<file path="config.mk">
export PLATFORM = sky130hd
export DESIGN_NAME = cmd_mem_loader
export DESIGN_NICKNAME = d
export VERILOG_FILES = /design/src/rtl/cmd_loader_pkg.sv /design/src/rtl/cmd_chunk_assembler.sv /design/src/rtl/cmd_mem_loader.sv
export SDC_FILE = /design/constraint.sdc
export NUM_CORES = 1
export LEC_CHECK = 0
export ABC_AREA = 1
export CAP_MARGIN = 20
export CORE_UTILIZATION = 30
export CTS_CLUSTER_SIZE = 24
export DETAILED_ROUTE_END_ITERATION = 6
export PLACE_DENSITY_LB_ADDON = 0.25
export SLEW_MARGIN = 10
export SYNTH_ARGS = -nofsm -noshare
export SYNTH_HDL_FRONTEND = slang
export SYNTH_HIERARCHICAL = 1
export SYNTH_SLANG_ARGS = --single-unit
</file>
<file path="constraint.sdc">
create_clock -name clk -period 9.2 [get_ports clk]
set_input_delay 2.76 -clock clk [delete_from_list [all_inputs] [get_ports clk]]
set_output_delay 2.76 -clock clk [all_outputs]
set_load 0.03 [all_outputs]
</file>
<file path="src/rtl/cmd_loader_pkg.sv">
// ----------------------------------------------------------------------------
// cmd_loader_pkg
// Shared definitions for the streaming command-memory loader:
//   - state_e            : packet parser states (HDR, LEN, DATA, CSUM)
//   - HDR_ADDR_LSB       : bit offset of start_addr inside the header word
//   - hdr_core_lsb()     : bit offset of core_id inside the header word
//   - calc_mem_to_cmd()  : number of stream words per full command
// Optional feature macro: CMD_LOADER_CHECKSUM_EN (CSUM state only used then).
// ----------------------------------------------------------------------------
package cmd_loader_pkg;

    typedef enum logic [1:0] {
        ST_HDR  = 2'd0,
        ST_LEN  = 2'd1,
        ST_DATA = 2'd2,
        ST_CSUM = 2'd3
    } state_e;

    // Header word layout: {core_id, start_addr}, start_addr in the LSBs.
    localparam int HDR_ADDR_LSB = 0;

    function automatic int hdr_core_lsb(input int addr_width);
        return HDR_ADDR_LSB + addr_width;
    endfunction

    function automatic int calc_mem_to_cmd(input int cmd_width, input int mem_width);
        return cmd_width / mem_width;
    endfunction

endpackage

</file>
<file path="src/rtl/cmd_chunk_assembler.sv">
// ----------------------------------------------------------------------------
// cmd_chunk_assembler
// Collects MEM_TO_CMD stream words into one CMD_WIDTH command (chunk 0 in
// the LSBs). The completed command is registered on the final-chunk word and
// o_cmd_valid pulses for one cycle; o_cmd holds its value afterwards.
// Ports:
//   clk, reset        : clock, asynchronous active-high reset
//   i_word            : accepted stream word
//   i_word_valid      : i_word is a DATA word accepted this cycle
//   o_last_slot       : the current slot is the final chunk of a command
//   o_cmd             : last completed command
//   o_cmd_valid       : one-cycle pulse when o_cmd was just updated
// ----------------------------------------------------------------------------
module cmd_chunk_assembler
    import cmd_loader_pkg::*;
#(
    parameter int CMD_WIDTH = 128,
    parameter int MEM_WIDTH = 32
) (
    input  logic                 clk,
    input  logic                 reset,
    input  logic [MEM_WIDTH-1:0] i_word,
    input  logic                 i_word_valid,
    output logic                 o_last_slot,
    output logic [CMD_WIDTH-1:0] o_cmd,
    output logic                 o_cmd_valid
);

    localparam int MEM_TO_CMD = calc_mem_to_cmd(CMD_WIDTH, MEM_WIDTH);
    localparam int SLOT_W     = (MEM_TO_CMD > 1) ? $clog2(MEM_TO_CMD) : 1;

    logic [SLOT_W-1:0]    r_slot;
    logic [MEM_WIDTH-1:0] r_chunks [MEM_TO_CMD];
    logic [CMD_WIDTH-1:0] r_cmd;
    logic                 r_cmd_valid;
    logic [CMD_WIDTH-1:0] w_next_cmd;

    assign o_last_slot = (r_slot == SLOT_W'(MEM_TO_CMD - 1));
    assign o_cmd       = r_cmd;
    assign o_cmd_valid = r_cmd_valid;

    // The incoming word replaces its own slot so the final chunk lands in the
    // command in the same cycle it is accepted.
    always_comb begin
        // NOTE: default assignment first so no path leaves the signal unassigned (no latch).
        w_next_cmd = '0;
        for (int i = 0; i < MEM_TO_CMD; i++) begin
            w_next_cmd[i*MEM_WIDTH +: MEM_WIDTH] = (r_slot == SLOT_W'(i)) ? i_word : r_chunks[i];
        end
    end

    always_ff @(posedge clk or posedge reset) begin
        if (reset) begin
            r_slot      <= '0;
            r_cmd       <= '0;
            r_cmd_valid <= 1'b0;
            // NOTE: the chunk store is a small flop array, so it is reset with the rest;
            // a partially collected command is therefore discarded by reset.
            for (int i = 0; i < MEM_TO_CMD; i++) begin
                r_chunks[i] <= '0;
            end
        end else begin
            // NOTE: non-blocking assignments throughout sequential logic; the
            // default pulse value below is overridden later in the same block.
            r_cmd_valid <= 1'b0;
            if (i_word_valid) begin
                r_chunks[r_slot] <= i_word;
                if (o_last_slot) begin
                    r_slot      <= '0;
                    r_cmd       <= w_next_cmd;
                    r_cmd_valid <= 1'b1;
                end else begin
                    r_slot <= r_slot + SLOT_W'(1);
                end
            end
        end
    end

endmodule

</file>
<file path="src/rtl/cmd_mem_loader.sv">
// ----------------------------------------------------------------------------
// cmd_mem_loader
// Streaming loader: parses {header, length, data[, checksum]} packets from a
// 32-bit valid/ready stream and writes assembled commands into the command
// memory of one of N_CORES cores at auto-incrementing addresses.
// Optional feature macro: CMD_LOADER_CHECKSUM_EN -- a trailing CSUM word equal
// to the XOR of all DATA words is expected; a mismatch sets err.
// Ports:
//   clk, reset        : clock, asynchronous active-high reset
//   load_enable       : when low, wr_ready is held low (stream paused)
//   wr_data/wr_valid  : stream word and its valid
//   wr_ready          : loader accepts a word this cycle
//   cmd_write         : assembled command (chunk 0 in LSBs)
//   cmd_write_addr    : target address of the command
//   cmd_write_enable  : one-hot per-core write strobe
//   busy              : packet in progress (state != HDR)
//   done              : one-cycle pulse at packet end
//   err               : sticky error (bad core id or checksum mismatch)
// ----------------------------------------------------------------------------
module cmd_mem_loader
    import cmd_loader_pkg::*;
#(
    parameter int N_CORES        = 4,
    parameter int CMD_WIDTH      = 128,
    parameter int MEM_WIDTH      = 32,
    parameter int CMD_ADDR_WIDTH = 16,
    parameter int CORE_ID_WIDTH  = 8
) (
    input  logic                      clk,
    input  logic                      reset,
    input  logic                      load_enable,
    input  logic [MEM_WIDTH-1:0]      wr_data,
    input  logic                      wr_valid,
    output logic                      wr_ready,
    output logic [CMD_WIDTH-1:0]      cmd_write,
    output logic [CMD_ADDR_WIDTH-1:0] cmd_write_addr,
    output logic [N_CORES-1:0]        cmd_write_enable,
    output logic                      busy,
    output logic                      done,
    output logic                      err
);

    localparam int CORE_LSB = hdr_core_lsb(CMD_ADDR_WIDTH);

    state_e                    r_state;
    logic [CMD_ADDR_WIDTH-1:0] r_addr;
    logic [CMD_ADDR_WIDTH-1:0] r_wr_addr;
    logic [MEM_WIDTH-1:0]      r_count;
    logic [N_CORES-1:0]        r_core_sel;
    logic                      r_done;
    logic                      r_err;
`ifdef CMD_LOADER_CHECKSUM_EN
    logic [MEM_WIDTH-1:0]      r_csum;
`endif

    logic                      w_accept;
    logic                      w_data_word;
    logic                      w_last_slot;
    logic                      w_last_cmd;
    logic                      w_cmd_valid;
    logic [CORE_ID_WIDTH-1:0]  w_hdr_core;
    logic [N_CORES-1:0]        w_hdr_sel;

    assign wr_ready    = load_enable & ~reset;
    assign w_accept    = wr_valid & wr_ready;
    assign w_data_word = w_accept && (r_state == ST_DATA);
    assign w_last_cmd  = (r_count == MEM_WIDTH'(1));
    assign w_hdr_core  = wr_data[CORE_LSB +: CORE_ID_WIDTH];

    // An out-of-range core id decodes to no bits set, which both suppresses
    // the writes of that packet and flags the error.
    always_comb begin
        w_hdr_sel = '0;
        for (int i = 0; i < N_CORES; i++) begin
            w_hdr_sel[i] = (w_hdr_core == CORE_ID_WIDTH'(i));
        end
    end

    cmd_chunk_assembler #(
        .CMD_WIDTH (CMD_WIDTH),
        .MEM_WIDTH (MEM_WIDTH)
    ) u_assembler (
        .clk          (clk),
        .reset        (reset),
        .i_word       (wr_data),
        .i_word_valid (w_data_word),
        .o_last_slot  (w_last_slot),
        .o_cmd        (cmd_write),
        .o_cmd_valid  (w_cmd_valid)
    );

    // r_core_sel only changes on the next header acceptance, which is at the
    // earliest the cycle the final write is presented, so the strobe is safe.
    assign cmd_write_enable = w_cmd_valid ? r_core_sel : '0;
    assign cmd_write_addr   = r_wr_addr;
    assign busy             = (r_state != ST_HDR);
    assign done             = r_done;
    assign err              = r_err;

    always_ff @(posedge clk or posedge reset) begin
        if (reset) begin
            r_state    <= ST_HDR;
            r_addr     <= '0;
            r_wr_addr  <= '0;
            r_count    <= '0;
            r_core_sel <= '0;
            r_done     <= 1'b0;
            r_err      <= 1'b0;
`ifdef CMD_LOADER_CHECKSUM_EN
            r_csum     <= '0;
`endif
        end else begin
            r_done <= 1'b0;
            if (w_accept) begin
                unique case (r_state)
                    ST_HDR: begin
                        r_addr     <= wr_data[HDR_ADDR_LSB +: CMD_ADDR_WIDTH];
                        r_core_sel <= w_hdr_sel;
                        if (w_hdr_sel == '0) begin
                            r_err <= 1'b1;
                        end
                        r_state <= ST_LEN;
                    end
                    ST_LEN: begin
                        r_count <= wr_data;
`ifdef CMD_LOADER_CHECKSUM_EN
                        r_csum  <= '0;
                        r_state <= (wr_data == '0) ? ST_CSUM : ST_DATA;
`else
                        if (wr_data == '0) begin
                            r_state <= ST_HDR;
                            r_done  <= 1'b1;
                        end else begin
                            r_state <= ST_DATA;
                        end
`endif
                    end
                    ST_DATA: begin
`ifdef CMD_LOADER_CHECKSUM_EN
                        r_csum <= r_csum ^ wr_data;
`endif
                        if (w_last_slot) begin
                            r_wr_addr <= r_addr;
                            r_addr    <= r_addr + CMD_ADDR_WIDTH'(1);
                            r_count   <= r_count - MEM_WIDTH'(1);
                            if (w_last_cmd) begin
`ifdef CMD_LOADER_CHECKSUM_EN
                                r_state <= ST_CSUM;
`else
                                r_state <= ST_HDR;
                                r_done  <= 1'b1;
`endif
                            end
                        end
                    end
                    default: begin
                        // ST_CSUM; unreachable without the checksum feature.
`ifdef CMD_LOADER_CHECKSUM_EN
                        if (wr_data != r_csum) begin
                            r_err <= 1'b1;
                        end
                        r_done <= 1'b1;
`endif
                        r_state <= ST_HDR;
                    end
                endcase
            end
        end
    end

endmodule

</file>
Yosys cells after proc, flatten, opt, wreduce, memory -nomap -nowiden:

Cells that the tools add are included.

* bits in registers: 331
* latch bits: 0
* bits in writable memories: 0
* memory bits (read-only): 0
* input port bits: 36
* output and inout port bits: 152
* memories kept: 0

* add/subtract/negate cells: 3
* $mul: 0
* div/mod/pow operators: 0
* magnitude comparators: 2
* equality and inequality tests: 11
* shift-type cells: 0
* mux-type cells: 23
* bitwise logic cells: 4
* reduce and logical (&&, ||, !) cells: 17

Operator list (count)
* 32-bit 2-to-1 mux: 5
* 128-bit bitwise mux: 1
* 32-bit demux with 2-bit select: 1
* 32-bit one-hot mux with 2 select lines: 1
* 32-bit by 1-bit == test with 1-bit output (second input constant): 1
* 32-bit logical NOT: 1
* 16-bit one-hot mux with 2 select lines: 1
* 32-bit by 1-bit subtractor with 32-bit output (second input constant): 1
* 16-bit by 1-bit adder with 16-bit output (second input constant): 1
* 8-bit by 2-bit == test with 1-bit output (second input constant): 2
* 16-bit 2-to-1 mux: 1
* 3-bit AND reduction: 5
* 8-bit by 1-bit == test with 1-bit output (second input constant): 1
* 8-bit logical NOT: 1
* 2-bit 2-to-1 mux: 4
* 2-bit == test (second input constant): 3
* 1-bit 2-to-1 mux: 6
* 2-bit one-hot mux with 3 select lines: 1
* 2-bit nonzero test: 3
* 2-bit by 1-bit == test with 1-bit output (second input constant): 2
* 2-bit logical NOT: 2
* 4-bit logical NOT: 1
* 4-bit 2-to-1 mux: 1
* 2-bit AND reduction: 2
* 10 further kinds: 12

Longest topological paths before layout:

Gate-level depths: netlist of run 1.

* word-level depth: 6
* gate-level depth with buffers: 12
* depth with buffers taken out: 11

Hierarchy:

The synthesis of run 1 kept the hierarchy.

By module, submodules not included
* cmd_chunk_assembler: times used 1, cells each 1179, area each 9598.0 µm², seq. area each 5680.4 µm²
* cmd_mem_loader: times used 1, cells each 738, area each 4785.8 µm², seq. area each 1801.7 µm²

Worst setup path before layout of run 1:

OpenSTA, ideal clock, no wires.

* path type: in2out
* start: input load_enable
* end: output wr_ready
* data arrival time: 3.083 ns
* required time: 6.440 ns
* slack: 3.357 ns
* stages: 2
* path buffers: 0
* cell sequence: inv_1 -> nor2_2

* cells in the longest elaborated chain, start to end: 1

RTL lines
* from (decl): line cmd_mem_loader.sv:31 `input logic load_enable,`
* 1-bit bitwise AND: line cmd_mem_loader.sv:64 `assign wr_ready = load_enable & ~reset;`
* to (decl): line cmd_mem_loader.sv:34 `output logic wr_ready,`

No other way between the ends.

Final worst setup path of run 1:

* start: input reset
* end: output wr_ready

* cells in the longest elaborated chain, start to end: 2

RTL lines
* from (decl): line cmd_mem_loader.sv:30 `input logic reset,`
* 1-bit inverter: line cmd_mem_loader.sv:64
* 1-bit bitwise AND: line cmd_mem_loader.sv:64

No other way between the ends.

==> summary.txt, run 1 <==
Pins Over Slew Limit: 0
WP data required: 6.44 ns
Slew headroom: 33.4%
hpwl dp: 30300 µm
Pleak: 9.01 nW
Synth top cells by count: nand2_1, dfrtp_1, o21ai_0, inv_1, nor2_1
Top Ports: 188
total wire length: 45200 µm
CP endpoint kind: output pin
Max Root-Sink Buffers: 3
Worst Skew: 0.0315 ns
die area: 48800 µm²
Syn Area/Cell: 7.50 µm²
minimum hold slack: 0.460 ns
die width: 221 µm
largest net degree at the start of global routing: 129
area delta synth->final: 24.2%
critical path arrival: 4.18 ns
post-cts sizing count: 0
FP Rows: 79
crit path time final: 6.94 ns
CTS Sinks: 299
routed vias: 12600
total track usage: 18.6%
GRT Residual Overflow: 0
number of max-cap violations: 0
Peak VDD IR: 0.000129 V
nets@finish: 2117
crit path kind: in2out
share of the synthesized area in the top cell type: 52.0%
FFs w/ async S/R, synth: 100%
CTS tree: built
post-synth cell types: 38
Power Total: 5.33 mW
CTS clk-pin slew, worst paths: 0.05 ns
H-tree depth: 2
CTS buffer count: 36
Via density: 4.65
Fillers: 4849
layout cells sized above 1: 5.30%
routed wire length per instance: 16.7 µm
post-synthesis cell count: 1917
Post-synth EDFFs: 0
placed inst area: 16700 µm²
Initial Util: 30.6%
Finished Cell Area: 17900 µm²
RSZ-0062 raised after global routing: no
CP Launch Type: input port
Synthesized Nets: 1964
detailed-router iteration count before antenna repair: 5
synth warn: 6
top-count cell post-synth: nand2_1
Final setup viols: 0
top_reg_cell synth: dfrtp_1
Worst Hold Class: reg2reg
die height: 221 µm
first-pass GRT wire length: 72000 µm
Setup TNS: 0 ns
worst-path maximum fanout: 3
ANT cells: 0
Clk Latency, worst-skew pair: 0.56 ns
Pwr per Cell Area: 298 nW/µm²
Core Box Area: 47000 µm²
hold buffer count at cts: 0
reg2reg setup slack: 5.83 ns
Yosys reg bits: 299
# DRC: 0
final hold vios: 0
routability cong.: 0.882
detailed router's first-iteration violation count: 982
Slew @ Worst Pin: 0.999 ns
Port Buffers: 187
vias in the first global route: 12400
post-CTS setup buffer count: 0
Routed Antenna Nets: 0
Max Freq: 144 MHz
Synth area leaders: dfrtp_1, nand2_1, o21ai_0, inv_1, nor2_1
run status: finished clean
most area-hungry cell type in the Yosys netlist: dfrtp_1
Root Driver: clkbuf_16
initial antenna violation count: 0
post-synthesis sequential area ratio: 52.0%
Cell Area, Synth: 14400 µm²
final core occ: 38.0%
Final Cycle Share: 75.5%
[through the flow]
step	std cells	setup WS (ns)
CTS	2700	2.25
global placement	2637	2.24
global route	2701	2.23
detailed placement	2638	2.26
finish	2701	2.26
floorplan	1917	0.220
[metal layers]
metal	track usage [%]	vias up	wire length [µm]
met5	0	-	0
met4	5.03	0	831
met3	4.26	47	2790
met2	29.0	312	20300
met1	26.0	5972	21300
li1	-	6235	-
[final cells by class]
type	count	area, µm²	share of cell area, %
Multi-Input combinational cell	1392	5890	33.0
Clock buffer	55	1090	6.12
Clock inverter	7	67.6	0.378
Timing Repair Buffer	203	2040	11.4
Sequential cell	299	7480	41.9
Tap cell	607	759	4.25
Inverter	138	529	2.96
[worst max-delay path, stage by stage]
cell	delay (ns)
clkdlybuf4s50_1	0.55
nor2_2	0.19
clkdlybuf4s50_1	0.68
[cell usage in the layout, fill, tap and decap left out, types with 2 or more instances in the layout]
cell type,count
xor2_1,2
dfrtp_1,299
nor3_1,3
clkbuf_16,37
o21ai_1,19
inv_2,5
nand2_1,922
clkbuf_1,8
nor2_2,8
a31oi_1,2
a21oi_1,28
buf_4,13
clkinv_2,5
inv_1,130
o21a_1,2
o211ai_1,2
mux2_4,2
nand3_1,43
inv_6,2
buf_12,2
ha_1,10
nand3b_1,2
nor2_4,3
a21o_1,2
nand4_1,6
nor2_1,126
o21ai_0,186
clkbuf_8,10
clkdlybuf4s50_1,187
nand2_2,13
nand2_4,2
[sequential cells by signal (all words and copies together) (netlist names)]
| signal | flops |
|---|---|
| u_assembler/o_cmd_valid | 1 |
| r_core_sel | 4 |
| u_assembler/o_cmd | 128 |
| r_count | 32 |
| r_state | 2 |
| u_assembler/r_chunks | 96 |
| r_addr | 16 |
| done | 1 |
| u_assembler/r_slot | 2 |
| err | 1 |
| cmd_write_addr | 16 |
[logic make-up after synthesis]
kind of cell	Yosys count	share of synthesized area [%]
buffers and inverters	226	7.02
adder cells (fa/ha/maj)	11	0.957
AO/OA/AOI/OAI	247	8.85
multiplexers	2	0.209
XOR/XNOR	2	0.122
AND/OR/NAND/NOR	1130	30.8
flip-flops	299	52.0
[power by group]
| group | switching [mW] | total [mW] | internal [mW] | leakage, nW |
|---|---|---|---|---|
| registers | 0.283 | 1.98 | 1.70 | 4.02 |
| logic | 1.27 | 1.94 | 0.662 | 4.41 |
| clock network | 0.568 | 1.41 | 0.845 | 0.576 |
| total | 2.12 | 5.33 | 3.20 | 9.01 |
[final timing paths]
kind / startpoint / endpoint / cells after the start
setup / recovery: reset / wr_ready / 3
hold / removal: err$_DFFE_PP0P_ / err$_DFFE_PP0P_ / 1
setup reg to reg: r_state[0]$_DFFE_PP0P_ / u_assembler/o_cmd[18]$_DFFE_PP0P_ / 10
hold reg to reg: err$_DFFE_PP0P_ / err$_DFFE_PP0P_ / 1
max in group asynchronous: reset / u_assembler/o_cmd[45]$_DFFE_PP0P_ / 3
min in group asynchronous: reset / u_assembler/o_cmd[50]$_DFFE_PP0P_ / 2
Note: power is estimated with default switching activity, not from simulation.
==> inputs of run 2 (changes only) <==
clock period = 6.97 ns   (was 9.2 ns; I/O delays follow)
==> run 2 against run 1 <==
Against the previous run:
- combinational power up 31%
- critical path type unchanged
- cell area about the same
- flip-flop and latch count unchanged
- critical endpoint unchanged
==> summary.txt, run 2 (synthesis gave the netlist of run 1 again) <==
Worst Hold Class: reg2reg
Port Buffers: 187
die area: 48800 µm²
most common cell after layout, fill and taps aside: nand2_1
WP data required: 4.88 ns
Via density: 4.70
reg2reg setup slack: 3.14 ns
r2r endpoint: u_assembler/o_cmd[67]$_DFFE_PP0P_
post-cts sizing count: 0
hpwl dp: 30200 µm
Worst Skew: 0.0167 ns
Slowest-stage cell, CP: clkdlybuf4s50_1
CP delay by family, top: buffers and inverters
CTS clk-pin slew, worst paths: 0.06 ns
routability cong.: 0.904
Setup TNS: 0 ns
run status: finished clean
detailed router's first-iteration violation count: 995
worst path bufs/invs: 2
total wire length: 45600 µm
Pwr per Cell Area: 393 nW/µm²
routed vias: 12700
max incr delay on CP: 0.68 ns
CP Cell Sequence: clkdlybuf4s50_1 > nor2_2 > clkdlybuf4s50_1
post-CTS setup buffer count: 0
Max Root-Sink Buffers: 3
Max Freq: 181 MHz
crit path time final: 5.53 ns
Slew headroom: 27.5%
FP Rows: 79
max reg flops: 128
final hold vios: 0
Initial Util: 30.6%
CTS tree: built
Top Ports: 188
cell mode on critical path: clkdlybuf4s50_1
largest net degree at the start of global routing: 172
crit path kind: in2out
Slew @ Worst Pin: 1.09 ns
nets@finish: 2118
Peak VDD IR: 0.000160 V
r2r startpoint: r_state[0]$_DFFE_PP0P_
first-pass GRT wire length: 72100 µm
CTS Sinks: 299
die width: 221 µm
Fillers: 4828
R2R cell count: 10
Core Box Area: 47000 µm²
area delta synth->final: 24.2%
detailed-router iteration count before antenna repair: 6
RSZ-0062 raised after global routing: no
Hold Startpoint: err$_DFFE_PP0P_
Final setup viols: 0
Pleak: 9.00 nW
H-tree depth: 2
CP Launch Type: input port
layout cells sized above 1: 5.44%
routed wire length per instance: 16.9 µm
total track usage: 18.7%
initial antenna violation count: 0
hold endpoint: err$_DFFE_PP0P_
Clk Latency, worst-skew pair: 0.56 ns
vias in the first global route: 12400
Pins Over Slew Limit: 0
WHS Path Cells: 1
critical path arrival: 3.44 ns
ANT cells: 0
GRT Residual Overflow: 0
minimum hold slack: 0.471 ns
Root Driver: clkbuf_16
number of max-cap violations: 0
CTS buffer count: 37
die height: 221 µm
# DRC: 0
most frequent cells in the layout: nand2_1, dfrtp_1, clkdlybuf4s50_1, o21ai_0, inv_1
Routed Antenna Nets: 0
hold buffer count at cts: 0
worst-path maximum fanout: 3
CP endpoint kind: output pin
Final Cycle Share: 79.4%
[run 2: stage by stage]
stage | worst slack [ns] | area (µm²) | cells | utilization, % | power [mW]
after floorplan | 1.91 | 14400 | 1917 | - | 4.23
after global placement | 1.42 | 16600 | 2636 | 35.5 | 5.16
after detailed placement | 1.43 | 16700 | 2637 | 35.5 | 5.20
after CTS | 1.42 | 17800 | 2700 | 37.9 | 7.10
after global routing | 1.36 | 17900 | 2702 | 38.0 | 7.50
final | 1.44 | 17900 | 2702 | 38.0 | 7.02
[run 2: how the worst max path moves through the flow]
stage	slack, ns	cells past startpoint	to	start
detailed placement	1.43	3	wr_ready	reset
floorplan	1.91	1	u_assembler/o_cmd[0]$_DFFE_PP0P_	reset
CTS	1.42	3	wr_ready	reset
global placement	1.42	3	wr_ready	reset
finish	1.44	3	wr_ready	reset
global route	1.36	3	wr_ready	reset
[run 2: routing by layer]
layer	vias to the layer above	wire [µm]	GRT usage, %
li1	6228	-	-
met1	6066	21000	25.8
met2	353	20300	29.0
met3	61	3080	4.13
met4	0	1150	6.16
met5	-	0	0
[run 2: cell type report]
type	instances	area (µm²)	share of cell area, %
clock buffers	49	1020	5.72
clock inverters	14	128	0.714
inverters	138	526	2.94
multi-input cells	1392	5900	33.0
flip-flops and latches	299	7480	41.9
well taps	607	759	4.25
repair buffers	203	2050	11.5
[run 2: power by group]
| part | internal (mW) | leakage (nW) | switching, mW |
|---|---|---|---|
| Sequential | 2.24 | 4.02 | 0.381 |
| Clock | 1.07 | 0.569 | 0.781 |
| Combinational | 0.871 | 4.41 | 1.68 |
| Total | 4.18 | 9.00 | 2.84 |
